## config.mk

```make
export PLATFORM = sky130hd
export DESIGN_NAME = fetch_unit_behave_flat
export DESIGN_NICKNAME = d
export VERILOG_FILES = /design/src/rtl/fetch_pkg.sv /design/src/rtl/fetch_unit_behave_if.sv /design/src/rtl/pc_incrementer_behave.sv /design/src/rtl/fetch_unit_behave.sv /design/src/flat_wrapper.sv
export SDC_FILE = /design/constraint.sdc
export NUM_CORES = 1
export LEC_CHECK = 0
export BUFFER_PORTS_ARGS = -buffer_cell sky130_fd_sc_hd__buf_2
export CAP_MARGIN = 5
export CELL_PAD_IN_SITES_DETAIL_PLACEMENT = 1
export CELL_PAD_IN_SITES_GLOBAL_PLACEMENT = 1
export CORE_MARGIN = 5
export CORE_UTILIZATION = 36
export DETAILED_ROUTE_END_ITERATION = 10
export GPL_ROUTABILITY_DRIVEN = 1
export GPL_TIMING_DRIVEN = 0
export PLACE_DENSITY_LB_ADDON = 0.08
export SYNTH_ARGS = -nofsm -noshare
export SYNTH_HDL_FRONTEND = slang
export SYNTH_SLANG_ARGS = --single-unit
```

## constraint.sdc

```tcl
create_clock -name clock -period 1.89 [get_ports clock]
set_input_delay 0.0945 -clock clock [delete_from_list [all_inputs] [get_ports clock]]
set_output_delay 0.0945 -clock clock [all_outputs]
set_load 0.005 [all_outputs]
```

## src/rtl/fetch_pkg.sv

```systemverilog
// Shared types and constants for the instruction fetch stage.
package fetch_pkg;

  localparam int PC_W = 16;
  localparam int IR_W = 8;
  localparam logic [IR_W-1:0] HALT_OPCODE = 8'hAE;

  typedef enum logic [1:0] {
    IDLE = 2'd0,
    READ = 2'd1,
    INC  = 2'd2,
    DONE = 2'd3
  } fetch_state_e;

endpackage

```

## src/rtl/fetch_unit_behave_if.sv

```systemverilog
// Sequencer and memory-side signals of the fetch stage; master is the fetch unit.
interface fetch_unit_behave_if;
  import fetch_pkg::*;

  logic            fetch_req;
  logic            fetch_done;
  logic            pc_load;
  logic [PC_W-1:0] pc_load_value;
  logic [PC_W-1:0] pc;
  logic [IR_W-1:0] instruction_reg;
  logic [PC_W-1:0] mem_addr;
  logic            mem_rd;
  logic [IR_W-1:0] mem_rdata;
  logic            mem_ready;
  logic            halted;

  modport master (
    input  fetch_req, pc_load, pc_load_value, mem_rdata, mem_ready,
    output fetch_done, pc, instruction_reg, mem_addr, mem_rd, halted
  );

  modport slave (
    output fetch_req, pc_load, pc_load_value, mem_rdata, mem_ready,
    input  fetch_done, pc, instruction_reg, mem_addr, mem_rd, halted
  );

endinterface

```

## src/rtl/pc_incrementer_behave.sv

```systemverilog
// Combinational program-counter +1, wrapping 0xFFFF to 0x0000 without a carry flag.
module pc_incrementer_behave
  import fetch_pkg::*;
(
  input  logic [PC_W-1:0] pc_in,
  output logic [PC_W-1:0] pc_next
);

  assign pc_next = pc_in + {{(PC_W-1){1'b0}}, 1'b1};

endmodule

```

## src/rtl/fetch_unit_behave.sv

```systemverilog
// Instruction fetch stage: PC, opcode read with relay settle hold, instruction register.
// Optional HALT opcode detection is built when FETCH_HALT_DETECT_EN is defined.
module fetch_unit_behave
  import fetch_pkg::*;
#(
  parameter int READ_HOLD_CYCLES = 2
) (
  input  logic                clock,
  input  logic                reset,
  fetch_unit_behave_if.master bus
);

  localparam logic [3:0] HOLD_MAX  = 4'(READ_HOLD_CYCLES);
  localparam logic [3:0] HOLD_LAST = 4'(READ_HOLD_CYCLES - 1);

  fetch_state_e    state_r;
  fetch_state_e    next_state_s;
  logic [3:0]      hold_cnt_r;
  logic [PC_W-1:0] pc_r;
  logic [PC_W-1:0] pc_inc_s;
  logic [IR_W-1:0] ir_r;
  logic [PC_W-1:0] mem_addr_r;
  logic            mem_rd_r;
  logic            fetch_done_r;
  logic            mem_rd_s;
  logic            done_s;
  logic            hold_ok_s;
  logic            start_s;
  logic            ir_load_s;
  logic            halt_block_s;

  pc_incrementer_behave u_pc_inc (
    .pc_in   (pc_r),
    .pc_next (pc_inc_s)
  );

  assign hold_ok_s = (hold_cnt_r >= HOLD_LAST);
  assign start_s   = (state_r == IDLE) && (next_state_s == READ);
  assign ir_load_s = (state_r == READ) && (next_state_s == INC);

  // State register.
  always_ff @(posedge clock) begin
    if (reset) begin
      state_r <= IDLE;
    end else begin
      state_r <= next_state_s;
    end
  end

  // Next-state logic; a PC load in IDLE takes priority over a fetch request.
  always_comb begin
    next_state_s = state_r;
    case (state_r)
      IDLE: begin
        if (!bus.pc_load && bus.fetch_req && !halt_block_s) begin
          next_state_s = READ;
        end else begin
          next_state_s = IDLE;
        end
      end
      READ: begin
        if (hold_ok_s && bus.mem_ready) begin
          next_state_s = INC;
        end else begin
          next_state_s = READ;
        end
      end
      INC:     next_state_s = DONE;
      DONE:    next_state_s = IDLE;
      default: next_state_s = IDLE;
    endcase
  end

  // Output decode from the upcoming state so the strobes can be registered.
  always_comb begin
    mem_rd_s = 1'b0;
    done_s   = 1'b0;
    case (next_state_s)
      READ:    mem_rd_s = 1'b1;
      DONE:    done_s   = 1'b1;
      default: begin
        mem_rd_s = 1'b0;
        done_s   = 1'b0;
      end
    endcase
  end

  // Datapath: PC, hold counter, instruction register and registered bus strobes.
  always_ff @(posedge clock) begin
    if (reset) begin
      pc_r         <= 16'h0000;
      ir_r         <= 8'h00;
      hold_cnt_r   <= 4'd0;
      mem_addr_r   <= 16'h0000;
      mem_rd_r     <= 1'b0;
      fetch_done_r <= 1'b0;
    end else begin
      mem_rd_r     <= mem_rd_s;
      fetch_done_r <= done_s;
      if ((state_r == IDLE) && bus.pc_load) begin
        pc_r <= bus.pc_load_value;
      end else if (state_r == INC) begin
        pc_r <= pc_inc_s;
      end else begin
        pc_r <= pc_r;
      end
      if (start_s) begin
        hold_cnt_r <= 4'd0;
        mem_addr_r <= pc_r;
      end else if ((state_r == READ) && (hold_cnt_r < HOLD_MAX)) begin
        hold_cnt_r <= hold_cnt_r + 4'd1;
      end else begin
        hold_cnt_r <= hold_cnt_r;
      end
      if (ir_load_s) begin
        ir_r <= bus.mem_rdata;
      end else begin
        ir_r <= ir_r;
      end
    end
  end

`ifdef FETCH_HALT_DETECT_EN
  logic halted_r;

  // Sticky halt flag, set in the same edge the HALT opcode is latched.
  always_ff @(posedge clock) begin
    if (reset) begin
      halted_r <= 1'b0;
    end else if (ir_load_s && (bus.mem_rdata == HALT_OPCODE)) begin
      halted_r <= 1'b1;
    end else begin
      halted_r <= halted_r;
    end
  end

  assign halt_block_s = halted_r;
  assign bus.halted   = halted_r;
`else
  assign halt_block_s = 1'b0;
  assign bus.halted   = 1'b0;
`endif

  assign bus.pc              = pc_r;
  assign bus.instruction_reg = ir_r;
  assign bus.mem_addr        = mem_addr_r;
  assign bus.mem_rd          = mem_rd_r;
  assign bus.fetch_done      = fetch_done_r;

endmodule

```

## src/flat_wrapper.sv

```systemverilog
// flat-port wrapper written by rule: the top's interface ports become plain ports
module fetch_unit_behave_flat import fetch_pkg::*;
#(
  parameter int READ_HOLD_CYCLES = 2
)
  (clock, reset, bus_fetch_req, bus_pc_load, bus_pc_load_value, bus_mem_rdata, bus_mem_ready, bus_fetch_done, bus_pc, bus_instruction_reg, bus_mem_addr, bus_mem_rd, bus_halted);
  fetch_unit_behave_if bus_i ();
  input  logic clock;
  input  logic reset;
  input wire logic [$bits(bus_i.fetch_req)-1:0] bus_fetch_req;
  input wire logic [$bits(bus_i.pc_load)-1:0] bus_pc_load;
  input wire logic [$bits(bus_i.pc_load_value)-1:0] bus_pc_load_value;
  input wire logic [$bits(bus_i.mem_rdata)-1:0] bus_mem_rdata;
  input wire logic [$bits(bus_i.mem_ready)-1:0] bus_mem_ready;
  output wire logic [$bits(bus_i.fetch_done)-1:0] bus_fetch_done;
  output wire logic [$bits(bus_i.pc)-1:0] bus_pc;
  output wire logic [$bits(bus_i.instruction_reg)-1:0] bus_instruction_reg;
  output wire logic [$bits(bus_i.mem_addr)-1:0] bus_mem_addr;
  output wire logic [$bits(bus_i.mem_rd)-1:0] bus_mem_rd;
  output wire logic [$bits(bus_i.halted)-1:0] bus_halted;
  assign bus_i.fetch_req = bus_fetch_req;
  assign bus_i.pc_load = bus_pc_load;
  assign bus_i.pc_load_value = bus_pc_load_value;
  assign bus_i.mem_rdata = bus_mem_rdata;
  assign bus_i.mem_ready = bus_mem_ready;
  assign bus_fetch_done = bus_i.fetch_done;
  assign bus_pc = bus_i.pc;
  assign bus_instruction_reg = bus_i.instruction_reg;
  assign bus_mem_addr = bus_i.mem_addr;
  assign bus_mem_rd = bus_i.mem_rd;
  assign bus_halted = bus_i.halted;
  fetch_unit_behave #(.READ_HOLD_CYCLES(READ_HOLD_CYCLES)) u_core (.clock(clock), .reset(reset), .bus(bus_i));
endmodule
```

**Yosys cells after proc, flatten, opt, wreduce, memory -nomap -nowiden**

Index checks and enable logic that the tools add are counted.

- Register bits: 48
- Input bits: 29
- Word-level logic and storage cells: 34

- Add/subtract/negate cells: 2
- $lt $le $gt $ge: 2
- Eq/ne operators: 6
- Muxes and demuxes: 7
- Reductions and logical operators: 10

Operator list:

| operator | count |
|---|---|
| $mux W16 | 2 |
| $add A16 B1 Y16 const B | 1 |
| $eq A2 B2 Y1 const B | 4 |
| $pmux W2 S4 | 1 |
| $logic_and A1 B1 Y1 | 6 |
| $add A4 B1 Y4 const B | 1 |
| $eq A2 B1 Y1 const B | 2 |
| $ge A4 B1 Y1 const B | 1 |
| $lt A4 B2 Y1 const B | 1 |
| $mux W1 | 3 |
| $logic_not A2 Y1 | 1 |
| $mux W2 | 1 |
| $reduce_bool A2 Y1 | 1 |
| $reduce_or A2 Y1 | 1 |
| $logic_not A1 Y1 | 1 |

**Longest topological paths before layout**

- Word-level depth: 7
- Gate-level depth with buffers: 7

**Modules after synthesis**

Synthesis repeated with hierarchy kept, for this count alone.

- Cell total of the unflattened synthesis: 263
- Area total of the unflattened synthesis: 2269.7 µm²

Modules (own cells, without submodules):

| module | instances | cells an instance | area each (µm²) | sequential area each (µm²) |
|---|---|---|---|---|
| fetch_unit_behave | 1 | 220 | 1971.9 | 960.9 |
| pc_incrementer_behave | 1 | 43 | 297.8 | 0.0 |

**Worst setup path after synthesis**

OpenSTA, ideal clock, no wires.

- Kind: reg2reg
- Start point: register u_core.hold_cnt_r[1]
- End point: register u_core.mem_rd_r, in the netlist u_core.bus.mem_rd
- Arrival time: 1.632 ns
- Slack: 0.159 ns
- Cell stages (with the launch flop): 8
- Buffers on the path: 1
- Period minus slack after synthesis: 1.731 ns
- Cell sequence: dfxtp_1 -> inv_1 -> ha_1 -> or4b_1 -> nand3_1 -> buf_6 -> inv_2 -> a2111oi_4

- Longest elaborated chain between the ends: 6

Ends and longest elaborated chain:

| item | line | RTL |
|---|---|---|
| start: declaration | fetch_unit_behave.sv:18 | `logic [3:0] hold_cnt_r;` |
| start signal: assignment | fetch_unit_behave.sv:111 | `hold_cnt_r <= hold_cnt_r + 4'd1;` |
| start signal: assignment | fetch_unit_behave.sv:113 | `hold_cnt_r <= hold_cnt_r;` |
| $ge A4 B1 Y1 | fetch_unit_behave.sv:37 | `assign hold_ok_s = (hold_cnt_r >= HOLD_LAST);` |
| $logic_and A1 B1 Y1 | fetch_unit_behave.sv:62 | `if (hold_ok_s && bus.mem_ready) begin` |
| $mux W2 | fetch_unit_behave.sv:62 |  |
| $pmux W2 S4 | fetch_unit_behave.sv:53 | `case (state_r)` |
| $eq A2 B1 Y1 | fetch_unit_behave.sv:78 | `case (next_state_s)` |
| $mux W1 | fetch_unit_behave.sv:78 |  |
| end signal: assignment | fetch_unit_behave.sv:98 | `mem_rd_r <= mem_rd_s;` |
| end: declaration | fetch_unit_behave.sv:23 | `logic mem_rd_r;` |

Every way passes these cells.
A chain may end at the register's enable or synchronous reset.

**Final worst setup path**

Same ends and word-level chain as after synthesis.

==> metrics <==
status=finished, final reports clean; RSZ-0062 raised after global routing=false; Post-Synthesis Cells=roughly 240; vias per cell=about 5; post-synthesis sequential area ratio=approximately 45%; most frequent cells in the layout=buf_2 (73), dfxtp_1 (45), nand2_1 (38); Clock Tree Buf Depth=2; HP Start=bus_mem_rdata[4]; initial antenna violation count=0; vias=between 1500 and 2000; Final TNS setup=0 ns; Synth warnings=0; dpl hpwl=around 4.6 mm; crit path launch type=flop; Die Wd=87.4 microns; Num CTS Buffers=5; Hold EP=u_core.bus.instruction_reg[4]; crit path DAT=about 2.0 ns; number of antenna-violating nets in the routed design=0; EDFF count, synth=0; register area=965 sq um; Hold WS=approximately 0.012 ns; Clock Tree Root=clkbuf_8; CTS sink count=48; fin crit period=approximately 1.8 ns; final cycle utilization of the critical path=93.4%; largest net degree at the start of global routing=15; Post-Route Utilization=about 46%; first-pass GRT wire length=10.1 mm; R2R Setup Slk=0.13 ns; Post-Route WL=approximately 6.1 mm; Die Ht=87.4 microns; vias in the first global route=2088; syn nets=roughly 270; worst r2r dst=u_core.bus.mem_rd; insertion delay to the later sink of the worst-skew pair=around 0.30 ns; Async S/R FF share, synth=0%; CP max FO=5; H-tree depth=2; worst-margin pin slew=~0.7 ns; Setup Crit Path Kind=flop to flop; die area=7630 sq um; hold depth=3; mapped cell area=~2200 sq um; I/O Pins=72; Leak=roughly 1.2 nW; FMAX=about 0.57 GHz; Iteration-0 DRC Markers=42; starting density of the core=between 30 and 40%; worst r2r src=u_core.hold_cnt_r[1]; Reg2Reg Depth=7; routability cong.=roughly 0.71; gr ovfl total=0; Tot GR Track Use=between 10% and 20%; CTS tree=done; most common cell after layout, fill and taps aside=buf_2; drt first pass iters=4; multi-input logic area=roughly 1100 sq um; Cells after DPL=between 300 and 400; Slew headroom=a little over half; DR DRC count=0; WP data required=2.10 ns; Final Skew=0.00629 ns; syn avg cell area=roughly 9.1 sq um; FP Rows=28; synthesized flop and latch total=between 40 and 50; Final Non-Filler Cells=just under 400; Final Total Pwr=roughly 0.0021 W; Max Cap Viol=0; Core Area=5890 sq um; final hold vios=0; ANT cells=0; fillers=approximately 750; layout cells sized above 1=33.3%; Clk pin slew, worst setup/hold paths=~0.090 ns; final setup fails=0; Distinct cells, synth=50; routed len/inst=15.5 microns; Slew Viols, Final=0; P&R area growth vs syn=26.8%; Layout Nets=350; number of buffers added on ports=70; VDD IR-drop max=between 300 and 400 uV; ys flop type=dfxtp_1; crit end category=flop; Power Dens Cells=a little under 800 nW/um^2; class of the worst hold path=primary input to flop
[synth_stat cells (3+ instances only)]
cell type	count	area (sq um)
a211oi_1	6	45.0
a21oi_1	27	135
buf_1	3	11.3
clkbuf_1	7	26.3
dfxtp_1	48	961
ha_1	4	50.1
inv_1	3	11.3
mux2i_1	9	90.1
nand2_1	38	143
nand3_1	5	25.0
nor2_1	24	90.1
nor3_1	8	40.0
nor4_1	3	18.8
nor4_2	3	37.5
xnor2_1	5	43.8
[metrics by stage]
| step | instance area [sq um] | setup slack [ns] |
|---|---|---|
| floorplan | 2150 | 0.159 |
| global placement | 2600 | 0.0110 |
| detailed placement | 2600 | 0.00994 |
| CTS | 2690 | 0.00215 |
| global route | 2730 | 0.00535 |
| finish | 2730 | 0.125 |
[power breakdown]
part,internal [W],total (W),switching [W]
combinational,0.000153,0.000336,0.000183
clock,0.000293,0.000651,0.000358
sequential,0.00107,0.00114,0.0000695
[cell type report]
type	count	area share, %
multi-input cells	170	41.0
inverters	4	0.550
plain buffers	16	3.07
well taps	75	3.44
clock buffers	6	3.02
repair buffers	72	13.3
clock inverters	2	0.366
flip-flops and latches	48	35.3
[how the worst max path moves through the flow]
stage	start	endpoint	slack [ns]
2_1_floorplan	u_core.hold_cnt_r[1]	u_core.bus.mem_rd	0.16
3_3_place_gp	u_core.hold_cnt_r[1]	u_core.bus.mem_rd	0.01
3_5_place_dp	u_core.hold_cnt_r[1]	u_core.bus.mem_rd	0.01
4_1_cts	u_core.bus.pc[0]	u_core.bus.pc[12]	0.002
5_1_grt	u_core.state_r[1]	u_core.bus.pc[6]	0.005
6_report	u_core.hold_cnt_r[1]	u_core.bus.mem_rd	0.13
[cells by family (layout without fill, tap and decap cells)]
group | after synthesis | after routing | synth area share, %
muxes | 9 | 9 | 4.18
and+or+nand+nor | 99 | 99 | 25.2
buffers and inverters | 20 | 100 | 4.53
adders and majority gates | 4 | 4 | 2.32
AOI/OAI and AO/OA | 50 | 50 | 16.1
other | 1 | 1 | 0.174
xor gates and xnor gates | 7 | 7 | 2.85
DFF | 48 | 48 | 44.6
[worst max-delay path: stages (launching register included)]
cell and delay [ns]:
dfxtp_2 0.36, inv_1 0.06, ha_1 0.17, or4b_4 0.50
nand3_2 0.11, buf_6 0.14, inv_2 0.05, a2111oi_4 0.29
[timing repair]
action                                  in CTS  in global routing
pin swaps                                    0                  0
gates resized for setup                      1                  8
endpoints found under the setup margin       1                 15
gates cloned                                 0                  1
hold buffers                                 0                  0
setup buffers                                0                  1
[routing by layer]
metal | GRT usage [%] | vias to the layer above | part of all wire, %
met5 | 0 | - | 0
met2 | 29.7 | 40 | 51
met3 | 3.60 | 5 | 5.1
met1 | 20.0 | 939 | 43
li1 | - | 993 | -
met4 | 4.60 | 0 | 1.1
Power figures use the tool's default switching activity.
